==> config.mk <==
export PLATFORM = sky130hd
export DESIGN_NAME = ps2_host_tx
export DESIGN_NICKNAME = d
export VERILOG_FILES = /design/src/rtl/ps2_pkg.sv /design/src/rtl/ps2_sync_edge.sv /design/src/rtl/ps2_host_tx.sv
export SDC_FILE = /design/constraint.sdc
export NUM_CORES = 1
export LEC_CHECK = 0
export BUFFER_PORTS_ARGS = -buffer_cell sky130_fd_sc_hd__buf_2
export CAP_MARGIN = 20
export CORE_UTILIZATION = 60
export DETAILED_ROUTE_END_ITERATION = 8
export GPL_TIMING_DRIVEN = 0
export PLACE_DENSITY = 0.76
export SYNTH_ARGS = -nofsm -noshare
export SYNTH_HDL_FRONTEND = slang
export SYNTH_SLANG_ARGS = --single-unit
==> constraint.sdc <==
create_clock -name clk -period 2.5 [get_ports clk]
set_input_delay 0.5 -clock clk [delete_from_list [all_inputs] [get_ports clk]]
set_output_delay 0.5 -clock clk [all_outputs]
set_load 0.05 [all_outputs]
==> src/rtl/ps2_pkg.sv <==
// ps2_pkg: shared PS/2 definitions for ps2_host_tx, ps2_host and keyboard_parser.
//   - host-transmit FSM state encoding
//   - keyboard command / response byte constants
//   - odd-parity helper for the host-to-device frame
package ps2_pkg;

  // Keyboard command and response bytes
  localparam logic [7:0] PS2_CMD_SET_LEDS = 8'hED;
  localparam logic [7:0] PS2_CMD_RESET    = 8'hFF;
  localparam logic [7:0] PS2_CMD_ENABLE   = 8'hF4;
  localparam logic [7:0] PS2_ACK          = 8'hFA;

  // Host-transmit FSM states
  typedef logic [2:0] ps2_state_t;
  localparam ps2_state_t ST_IDLE     = 3'd0;
  localparam ps2_state_t ST_INHIBIT  = 3'd1;
  localparam ps2_state_t ST_REQ      = 3'd2;
  localparam ps2_state_t ST_SHIFT    = 3'd3;
  localparam ps2_state_t ST_ACK      = 3'd4;
  localparam ps2_state_t ST_WAIT_REL = 3'd5;
  localparam ps2_state_t ST_DONE     = 3'd6;
  localparam ps2_state_t ST_ERR      = 3'd7;

  // PS/2 frames carry odd parity: parity bit makes the count of ones odd
  function automatic logic odd_parity(input logic [7:0] d);
    return ~^d;
  endfunction

endpackage

==> src/rtl/ps2_sync_edge.sv <==
// ps2_sync_edge: 2-FF synchronizer plus falling-edge detect for one PS/2 line.
//   clk     : system clock
//   reset   : async active-low reset; all flops come up high (idle line)
//   line_in : raw asynchronous PS/2 line
//   level   : synchronized line level
//   fall    : one-cycle pulse when the synchronized level goes 1 -> 0
module ps2_sync_edge (
  input  logic clk,
  input  logic reset,
  input  logic line_in,
  output logic level,
  output logic fall
);

  // [0] metastability stage, [1] synchronized level, [2] previous level
  logic [2:0] sh;

  always_ff @(posedge clk or negedge reset) begin
    if (!reset) sh <= 3'b111;
    else        sh <= {sh[1:0], line_in};
  end

  assign level = sh[1];
  assign fall  = sh[2] & ~sh[1];

endmodule

==> src/rtl/ps2_host_tx.sv <==
// ps2_host_tx: PS/2 host-to-device byte transmitter (keyboard commands).
//   clk          : system clock, rising edge
//   reset        : async active-low reset
//   ps2_clk_in   : sampled PS/2 clock line (async)
//   ps2_data_in  : sampled PS/2 data line (async)
//   ps2_clk_oe   : 1 = pull PS/2 clock low, 0 = release
//   ps2_data_oe  : 1 = pull PS/2 data low, 0 = release
//   tx_data      : command byte, captured with tx_start
//   tx_start     : single-cycle request, ignored while busy
//   tx_busy      : high from accepted request until back in IDLE
//   tx_done      : one-cycle pulse, byte sent and ACK seen
//   tx_error     : one-cycle pulse, timeout or missing ACK
// The chip-level pad wrapper builds the open-drain lines from the enables:
//   assign ps2_clk  = ps2_clk_oe  ? 1'b0 : 1'bz;  (external pull-up)
//   assign ps2_data = ps2_data_oe ? 1'b0 : 1'bz;  (external pull-up)
module ps2_host_tx
  import ps2_pkg::*;
#(
  parameter int CLK_FREQ_HZ    = 100_000_000,
  parameter int INHIBIT_CYCLES = CLK_FREQ_HZ / 100_000 * 12,  // 120 us
  parameter int TIMEOUT_CYCLES = CLK_FREQ_HZ / 50             // 20 ms
) (
  input  logic       clk,
  input  logic       reset,
  input  logic       ps2_clk_in,
  input  logic       ps2_data_in,
  output logic       ps2_clk_oe,
  output logic       ps2_data_oe,
  input  logic [7:0] tx_data,
  input  logic       tx_start,
  output logic       tx_busy,
  output logic       tx_done,
  output logic       tx_error
);

  localparam int INH_W = $clog2(INHIBIT_CYCLES) + 1;
  localparam int TMO_W = $clog2(TIMEOUT_CYCLES) + 1;

  localparam logic [INH_W-1:0] INH_LAST = INH_W'(INHIBIT_CYCLES - 1);
  localparam logic [INH_W-1:0] INH_PRE  = INH_W'(INHIBIT_CYCLES - 2);
  // ERR is entered exactly TIMEOUT_CYCLES cycles after the last clearing
  // event (REQ or a clock falling edge): the counter reads 0 one cycle after
  // the clear, so the decision is taken at TIMEOUT_CYCLES-2.
  localparam logic [TMO_W-1:0] TMO_HIT  = TMO_W'(TIMEOUT_CYCLES - 2);

  ps2_state_t       state;
  logic [INH_W-1:0] inh_cnt;
  logic [TMO_W-1:0] tmo_cnt;
  logic [3:0]       bit_cnt;
  logic [9:0]       sh;        // {stop, parity, data[7:0]}, LSB goes out first
  logic             clk_s, clk_fall;
  logic             data_s, data_fall_unused;
  logic             timeout;

  ps2_sync_edge u_clk_sync (
    .clk(clk), .reset(reset), .line_in(ps2_clk_in),
    .level(clk_s), .fall(clk_fall)
  );

  ps2_sync_edge u_data_sync (
    .clk(clk), .reset(reset), .line_in(ps2_data_in),
    .level(data_s), .fall(data_fall_unused)
  );

  assign timeout  = (tmo_cnt == TMO_HIT);
  assign tx_busy  = (state != ST_IDLE);
  assign tx_done  = (state == ST_DONE);
  assign tx_error = (state == ST_ERR);

  // Line enables are registered so the open-drain pads never see decode glitches.
  always_ff @(posedge clk or negedge reset) begin
    if (!reset) begin
      state       <= ST_IDLE;
      inh_cnt     <= '0;
      tmo_cnt     <= '0;
      bit_cnt     <= '0;
      sh          <= '0;
      ps2_clk_oe  <= 1'b0;
      ps2_data_oe <= 1'b0;
    end else begin
      case (state)
        ST_IDLE: begin
          ps2_clk_oe  <= 1'b0;
          ps2_data_oe <= 1'b0;
          if (tx_start) begin
            sh         <= {1'b1, odd_parity(tx_data), tx_data};
            inh_cnt    <= '0;
            ps2_clk_oe <= 1'b1;
            state      <= ST_INHIBIT;
          end
        end
        ST_INHIBIT: begin
          inh_cnt <= inh_cnt + 1'b1;
          // data goes low in the final inhibit cycle, before clock release
          if (inh_cnt == INH_PRE) ps2_data_oe <= 1'b1;
          if (inh_cnt == INH_LAST) begin
            ps2_clk_oe <= 1'b0;
            state      <= ST_REQ;
          end
        end
        ST_REQ: begin
          ps2_data_oe <= 1'b1;   // start bit
          bit_cnt     <= '0;
          tmo_cnt     <= '0;
          state       <= ST_SHIFT;
        end
        ST_SHIFT: begin
          if (clk_fall) begin
            tmo_cnt     <= '0;
            bit_cnt     <= bit_cnt + 4'd1;
            ps2_data_oe <= ~sh[0];
            sh          <= {1'b0, sh[9:1]};
            if (bit_cnt == 4'd9) state <= ST_ACK;  // stop bit just driven
          end else if (timeout) begin
            ps2_clk_oe  <= 1'b0;
            ps2_data_oe <= 1'b0;
            state       <= ST_ERR;
          end else begin
            tmo_cnt <= tmo_cnt + 1'b1;
          end
        end
        ST_ACK: begin
          if (clk_fall) begin
            tmo_cnt <= '0;
            bit_cnt <= 4'd11;
            state   <= data_s ? ST_ERR : ST_WAIT_REL;
          end else if (timeout) begin
            state <= ST_ERR;
          end else begin
            tmo_cnt <= tmo_cnt + 1'b1;
          end
        end
        ST_WAIT_REL: begin
          if (clk_fall)              tmo_cnt <= '0;
          else if (clk_s && data_s)  state   <= ST_DONE;
          else if (timeout)          state   <= ST_ERR;
          else                       tmo_cnt <= tmo_cnt + 1'b1;
        end
        ST_DONE: state <= ST_IDLE;
        ST_ERR: begin
          ps2_clk_oe  <= 1'b0;
          ps2_data_oe <= 1'b0;
          state       <= ST_IDLE;
        end
        default: state <= ST_IDLE;
      endcase
    end
  end

endmodule

# After elaboration in Yosys (flattened, before gate mapping)
# Cells that the tools add are included.
[totals]
reg_bits = 61
wordCells = 88
out_inout_bits = 5
input_bits = 13
[op_classes]
n_eq_ne = 22
n_bitwise = 3
mux = 31
n_addsub = 3
n_reduce_logical = 20
[ops]
columns = ["op", "n"]
rows = [
  ["2-to-1 mux 22 bit", 4],
  ["one-hot mux 22 bit (3 select lines)", 1],
  ["== test 15 x 14 -> 1 bit, second input constant", 2],
  ["one-hot mux 15 bit (2 select lines)", 1],
  ["2-to-1 mux 3 bit", 8],
  ["adder 22 x 1 -> 22 bit, second input constant", 1],
  ["== test 22 x 21 -> 1 bit, second input constant", 1],
  ["one-hot mux 3 bit (7 select lines)", 1],
  ["2-to-1 mux 10 bit", 2],
  ["one-hot mux 10 bit (2 select lines)", 1],
  ["!= test 2 bit, second input constant", 8],
  ["adder 15 x 1 -> 15 bit, second input constant", 1],
  ["2-to-1 mux 15 bit", 1],
  ["== test 3 bit, second input constant", 4],
  ["one-hot mux 4 bit (3 select lines)", 1],
  ["!= test 3 bit, second input constant", 3],
  ["AND reduction 3 bit", 3],
  ["nonzero test 3 bit", 3],
  ["2-to-1 mux 4 bit", 2],
  ["one-hot mux 1 bit (4 select lines)", 2],
  ["AND reduction 4 bit", 2],
  ["nonzero test 4 bit", 2],
  ["XNOR reduction 8 bit", 1],
  ["== test 3 x 2 -> 1 bit, second input constant", 2],
  ["12 further kinds", 22],
]

# Logic depth before layout (Yosys ltp)
# Gate-level depths: netlist of the first run.
[logic_depth]
ltp_word = 5
ltp_mapped = 8

# By module
# A second synthesis of the first run with hierarchy kept.
[unflattened]
cells_unflattened = 385
hier_area_um2 = 3651.0
[by_module_without_submodules]
columns = ["module", "seq_area_each_um2", "area_per_inst_um2", "n_inst", "cells_each"]
rows = [
  ["ps2_host_tx", 1401.3, 3465.8, 1, 377],
  ["ps2_sync_edge", 78.8, 92.6, 2, 4],
]

# Worst setup path after synthesis of the first run
# No wires, ideal clock.
[synth_path]
path_kind = "register -> output"
startpoint = "reg state[1]"
endpoint = "out tx_done"
arrival_ps = 2033
setup_slack_ps = -33
path_stages_with_launch = 4
required_time_ps = 2000
cell_sequence = "dfrtp_1 -> clkbuf_1 -> inv_1 -> nor3b_1"
[synth_via]
elab_chain_cells = 1
[synth_lines]
columns = ["item", "line", "text"]
rows = [
  ["start, declared", "ps2_host_tx.sv:46", "ps2_state_t state;"],
  ["start signal, assigned", "ps2_host_tx.sv:126", "state <= data_s ? ST_ERR : ST_WAIT_REL;"],
  ["== test 3 bit", "ps2_host_tx.sv:67", "assign tx_done = (state == ST_DONE);"],
  ["end, declared", "ps2_host_tx.sv:32", "output logic tx_done,"],
]
# No other way between the ends.

# Worst setup path after layout of the first run
[layout_path]
startpoint = "reg state[1]"
endpoint = "reg tmo_cnt[11]"
[layout_via]
elab_chain_cells = 4
word_cells_on_any_way = 9
cone_classes = "eq/ne: 5; mux: 1; reduce/logical: 3"
[layout_lines]
columns = ["item", "line", "text"]
rows = [
  ["== test 3 bit / == test 3 x 2 -> 1 bit (equally long branches)", "ps2_host_tx.sv:81", "case (state)"],
  ["OR reduction 2 bit (no source line)", "--", ""],
  ["nonzero test 3 bit (no source line)", "--", ""],
  ["AND reduction 2 bit (no source line)", "--", ""],
  ["end signal, assigned", "ps2_host_tx.sv:119", "tmo_cnt <= tmo_cnt + 1'b1;"],
  ["end signal, assigned", "ps2_host_tx.sv:130", "tmo_cnt <= tmo_cnt + 1'b1;"],
  ["end signal, assigned", "ps2_host_tx.sv:137", "else tmo_cnt <= tmo_cnt + 1'b1;"],
  ["end, declared", "ps2_host_tx.sv:48", "logic [TMO_W-1:0] tmo_cnt;"],
]
# Several ways; a longest one is shown, not always the timed one.
# A chain may end at the register's enable or synchronous reset.

==> results.cfg, run 1 <==
[outcome]
outcome = complete, no violations

[power_and_ir_drop]
p_sw_share_pct = 40.33
power_frac_clock_pct = 25.5
p_int_uw = 2445
pwr-share-seq_pct = 34.0
p_leak_uw = 0.001700
power.density_nw_per_um2 = 1037
p_sw_uw = 1653
p_total_uw = 4098
combPwrFrac_pct = 40.4
ir_worst_vdd_uv = 569.6

[worst_setup_path]
critPathCaptureType = register
crit_arrival_ns = 2.60
cp_data_required_time_ns = 2.73
cp_max_fo = 10
start_kind = register
r2r_slack_ns = 0.12
crit_type = reg2reg

[placement]
numPortBuffers = 17
place_congestion = 0.9400
dp_hpwl_mm = 5.445

[synthesis]
syn_area_um2 = 3512
synthMuxAreaShare_pct = 4.916
netlist_top_cells_area = dfrtp_1 40%, mux2i_1 4.3%, nand3_1 4.1%
syn_nets = 401
yosys_warnings = 0
synth_edf_count = 0
synth.ff_latch_count = 61
post-synth-top-count-cell = dfrtp_1
synthTopCellsByCount = 56 x dfrtp_1, 35 x nand2_1, 33 x nor2_1
synth_top_cell_area_share_pct = 39.90
syn_avg_cell_area_um2 = 9.242
synthAdderAreaFrac_pct = 2.850
synth_xor_area_share_pct = 4.239
postSynthCellCount = 380
synth_compound_area_share_pct = 15.57
ys_types = 60
yosys.area_share.simple_pct = 24.94
ys.flop_type = dfrtp_1
synth_top_cell_by_area = dfrtp_1
synthArstFlopShare_pct = 100.0
ys_seq_area_share_pct = 43.64
synth_top_family_by_area = simple AND/OR/NAND/NOR gates

[final_layout]
nets = 430
area_growth_syn_to_layout_pct = 12.50
drive_above_1_share_pct = 15.98
diodes = 0

[die]
start_util_pct = 63.01
rows = 27
die_w_um = 78.51
core_um2 = 5574
dieArea_um2 = 6164
die_y_um = 78.51
ios = 18

[detailed_routing]
dr.pass1.iters = 5
wl_mm = 7.853
vias_per_cell = 6.208
drc_errors = 0
ant_nets = 0
wl_per_cell_um = 16.19
vias = 3011
first_iter_violations = 268

[cts]
insertion_delay_ns = 0.35
htreeDepth = 3
numCtsBuffers = 9
clockBufferDepth = 2
hold_buffers = 0
cts.clk_slew.worst_paths_ns = 0.08
cts_root_buffer = clkbuf_8
cts_setup_buffers = 0
cts_sinks = 61
tritoncts = built

[global_route]
grt_first_pass_wirelength_mm = 13.52
grt_pass1_vias = 2842
grt-ovfl-total = 0
grt_max_degree = 42
antenna_found_initial = 0
track_usage_pct = 28.45

[timing]
hold_violations = 0
setup_viol_count_final = 0
max_freq_mhz = 420.7
setup_tns_ns = 0
slew_headroom_pct = 64.52
slew_viol_final = 0
tightest_slew_ns = 0.5322
fin_crit_sh_pct = 95.09
skew_ns = 0.01385
min_period_ns = 2.377

[run]
maxCapViolations = 0

[min_path]
holdCritPathClass = in2async
## logic make-up after synthesis
kind of cell	after synthesis
muxes	17
and+or+nand+nor	163
adders and majority gates	8
xor gates and xnor gates	17
AOI/OAI and AO/OA	85
buffers and inverters	29
DFF	61
## sequential cells by signal (all words and copies together), names as in the netlist
register        flops
sh                 10
state               3
ps2_data_oe         1
inh_cnt            15
u_data_sync.sh      2
u_clk_sync.sh       3
ps2_clk_oe          1
bit_cnt             4
tmo_cnt            22
## per-stage QoR
step,hold WS [ns],utilization (%),setup slack (ns),cells,instance area [um2]
finish,0.1188,70.89,0.1229,485,3951
global route,0.1470,70.89,-0.002574,485,3951
CTS,0.1261,70.71,0.02233,485,3941
detailed placement,0.3478,66.60,-0.1438,470,3712
global placement,0.3485,66.24,-0.07494,469,3692
floorplan,0.2044,-,0.2737,380,3517
## final cells by class
type / count / area (um2)
tap: 72 / 90.09
multi-input combinational: 290 / 1857
clock inverter: 5 / 100.1
inverter: 9 / 33.78
fill: 442 / 1623
clock buffer: 10 / 127.6
timing repair buffer: 18 / 105.1
buffer: 20 / 103.9
sequential: 61 / 1534
## path summary, 6_finish.rpt
kind | from | endpoint | depth (start not counted)
max in group asynchronous | reset | u_clk_sync.sh[0] | 2
min in group clk | ps2_clk_in | u_clk_sync.sh[0] | 1
hold / removal | reset | tmo_cnt[8] | 1
hold reg to reg | u_clk_sync.sh[0] | u_clk_sync.sh[1] | 0
setup / recovery | state[1] | tmo_cnt[11] | 6
setup reg to reg | state[1] | tmo_cnt[11] | 6
## power groups by stage
| stage | Combinational [uW] | Clock, uW | Sequential [uW] |
|---|---|---|---|
| after detailed placement | 1610 | 0 | 1400 |
| after CTS | 1620 | 1050 | 1390 |
| after global routing | 1830 | 1100 | 1430 |
| after floorplan | 1200 | 0 | 1400 |
| final | 1660 | 1050 | 1390 |
| after global placement | 1560 | 0 | 1390 |
## worst max-delay path, stage by stage (launching register included)
cell       delay, ns
dfrtp_2         0.45
buf_2           0.26
inv_1           0.17
ha_1            0.42
a21o_1          0.21
a2111oi_2       0.38
mux2_2          0.38
## what timing repair did
action                                  4_1_cts  5_1_grt
endpoints found under the setup margin       18       19
gates resized for setup                       1        5
cloned                                        0        0
## cells in the final DEF (no fill, tap or decap), types with 7 or more instances in the layout
cell type  instances
ha_1               8
xor2_1            10
o21ai_0           27
inv_1              9
xnor2_1            7
nand2_1           35
nor2_1            33
clkbuf_8           9
nand4_1           12
clkbuf_1           7
o211ai_1           8
and3_1            10
mux2i_1           15
nand3_1           29
a21oi_1           20
dfrtp_1           55
buf_2             27
## routing by layer
layer / share of wire, % / routed length [um] / global-route usage, % / vias up
li1: - / - / - / 1444
met2: 45 / 3570 / 41.83 / 110
met3: 5.6 / 442 / 7.326 / 12
met1: 48 / 3731 / 40.37 / 1445
met5: 0 / 0 / 0 / -
met4: 1.4 / 109 / 10.56 / 0
Note: power is estimated with default switching activity, not from simulation.
==> run 2, diff against run 1 <==
==> constraint.sdc (replaced) <==
create_clock -name clk -period 2.5 [get_ports clk]
set_input_delay 0 -clock clk [delete_from_list [all_inputs] [get_ports clk]]
set_output_delay 0 -clock clk [all_outputs]
set_load 0.05 [all_outputs]
==> run 2 against run 1 <==
  * Critical path depth is 1 higher
  * Largest cell class unchanged
  * Worst setup slack better by 0.0033 ns
  * Highest routed layer unchanged
  * Routed wire length is 0.75% higher
  * Maximum frequency is 0.14% higher
  * Clock skew is 0.0080 ns lower
  * Count of clock-buffer cells in the layout is 2 higher
  * Core utilization is 0.79 points higher
==> results.cfg, run 2 (synthesis results as in run 1) <==
[final_layout]
design_area_um2 = 3995
multi_input_area_um2 = 1844
fillerInstances = 416
final_cells = 495
reg_top3 = tmo_cnt x22, inh_cnt x15, sh x10
diodes = 0
top_register = tmo_cnt
register_area_um2 = 1534
nets = 440
drive_above_1_share_pct = 15.37
final_common_cell = dfrtp_1
largest_register_ffs = 22
area_growth_syn_to_layout_pct = 13.75
final_cell_mix = 55 x dfrtp_1, 35 x nand2_1, 33 x nor2_1

[worst_setup_path]
r2r_end = tmo_cnt[5]
cp_max_fo = 10
r2r_slack_ns = 0.13
rr_startpoint = state[1]
crit_arrival_ns = 2.66
reg2reg_depth = 7
cpPeakStageDelay_ns = 0.49
slowest_stage = or4_1
cp_data_required_time_ns = 2.78
critPathCaptureType = register
path_cells = clkbuf_2 > inv_1 > ha_1 > a21oi_2 > nand2_2 > or4_1 > nand3_1
start_kind = register
crit_type = reg2reg

[cts]
cts_root_buffer = clkbuf_8
cts_setup_buffers = 0
tritoncts = built
cts_sinks = 61
cts.clk_slew.worst_paths_ns = 0.07
clockBufferDepth = 2
numCtsBuffers = 9
insertion_delay_ns = 0.34
htreeDepth = 3

[detailed_routing]
first_iter_violations = 168
ant_nets = 0
wl_per_cell_um = 15.98
dr.pass1.iters = 4
drc_errors = 0
vias_per_cell = 6.051
vias = 2995
wl_mm = 7.912

[die]
die_y_um = 78.51
rows = 27
ios = 18
core_um2 = 5574
dieArea_um2 = 6164
start_util_pct = 63.01
die_w_um = 78.51

[global_route]
track_usage_pct = 28.02
grt_pass1_vias = 2831
grt_first_pass_wirelength_mm = 13.20
antenna_found_initial = 0
grt-ovfl-total = 0
grt_max_degree = 39

[power_and_ir_drop]
p_total_uw = 3858
ir_worst_vdd_uv = 504.2
p_leak_uw = 0.001711
power.density_nw_per_um2 = 965.6

[timing]
setup_tns_ns = 0
slew_headroom_pct = 61.46
min_period_ns = 2.374
rsz0062_at_grt = no
fin_crit_sh_pct = 94.95
hold_violations = 0
setup_viol_count_final = 0
slew_viol_final = 0
max_freq_mhz = 421.3
skew_ns = 0.005817
tightest_slew_ns = 0.5781
holdWs_ns = 0.009778

[placement]
placed_cells = 470
dpl_cell_area_um2 = 3707
place_congestion = 0.8728
numPortBuffers = 17
dp_hpwl_mm = 5.176

[run]
maxCapViolations = 0

[min_path]
min_delay_path_depth = 3
hp-start = tx_data[2]
holdCritPathClass = in2reg
hold-path-endpoint = sh[2]

[outcome]
outcome = complete, no violations
-- run 2: cell types whose count changed in the layout (fill, tap and decap cells not counted), sizes merged --
cell,previous run,this run
clkbuf,17,20
dlygate4sd3,0,10
bufinv,3,0
clkinvlp,0,2
clkinv,2,1
buf,31,30
-- run 2: report_power, final --
part           switching (uW)  internal (uW)  total (uW)
clock network             397            434         830
logic                    1030            602        1630
registers                 205           1190        1390
-- run 2: layout make-up --
type | count | share of cell area (%)
sequential | 61 | 38.40
timing repair buffer | 28 | 5.136
clock inverter | 3 | 0.5011
buffer | 20 | 2.568
multi-input combinational | 290 | 46.16
clock buffer | 12 | 4.134
inverter | 9 | 0.8456
tap | 72 | 2.255
-- run 2: per-layer routing --
layer | wire length (um) | share of wire, % | GRT usage [%]
met5 | 0 | 0 | 0
met4 | 128 | 1.6 | 13.15
met3 | 298 | 3.8 | 4.535
met2 | 3602 | 46 | 43.48
met1 | 3882 | 49 | 38.35
-- run 2: worst max-delay path: cells and delay by family, from the launching register on --
kind | cells | cell delay, ns
buf+inv | 2 | 0.41
compound gates | 1 | 0.32
fa+ha+maj | 1 | 0.39
simple gates | 3 | 0.73
flops | 1 | 0.46
-- run 2: worst max-delay path by stage --
stage,startpoint,depth (start not counted),slack (ns),endpoint
2_1_floorplan,state[1],6,0.29,tmo_cnt[11]
3_3_place_gp,state[1],7,-0.05,tmo_cnt[5]
3_5_place_dp,state[1],7,-0.09,tmo_cnt[5]
4_1_cts,state[1],7,0.06,tmo_cnt[5]
5_1_grt,state[1],7,0.03,tmo_cnt[3]
6_report,state[1],7,0.13,tmo_cnt[5]
-- run 2: stage by stage --
| stage | utilization (%) | setup slack [ns] |
|---|---|---|
| floorplan | - | 0.2855 |
| CTS | 71.65 | 0.05700 |
| global placement | 66.15 | -0.04791 |
| global route | 71.67 | 0.03050 |
| detailed placement | 66.51 | -0.08704 |
| finish | 71.67 | 0.1261 |
-- run 2: timing repair --
| action | 4_1_cts | 5_1_grt |
|---|---|---|
| hold buffers | 10 | 0 |
| pin swaps | 0 | 0 |
| gates resized for setup | 1 | 1 |
| endpoints found under the hold margin | 32 | 0 |
| setup endpoints to repair | 16 | 12 |
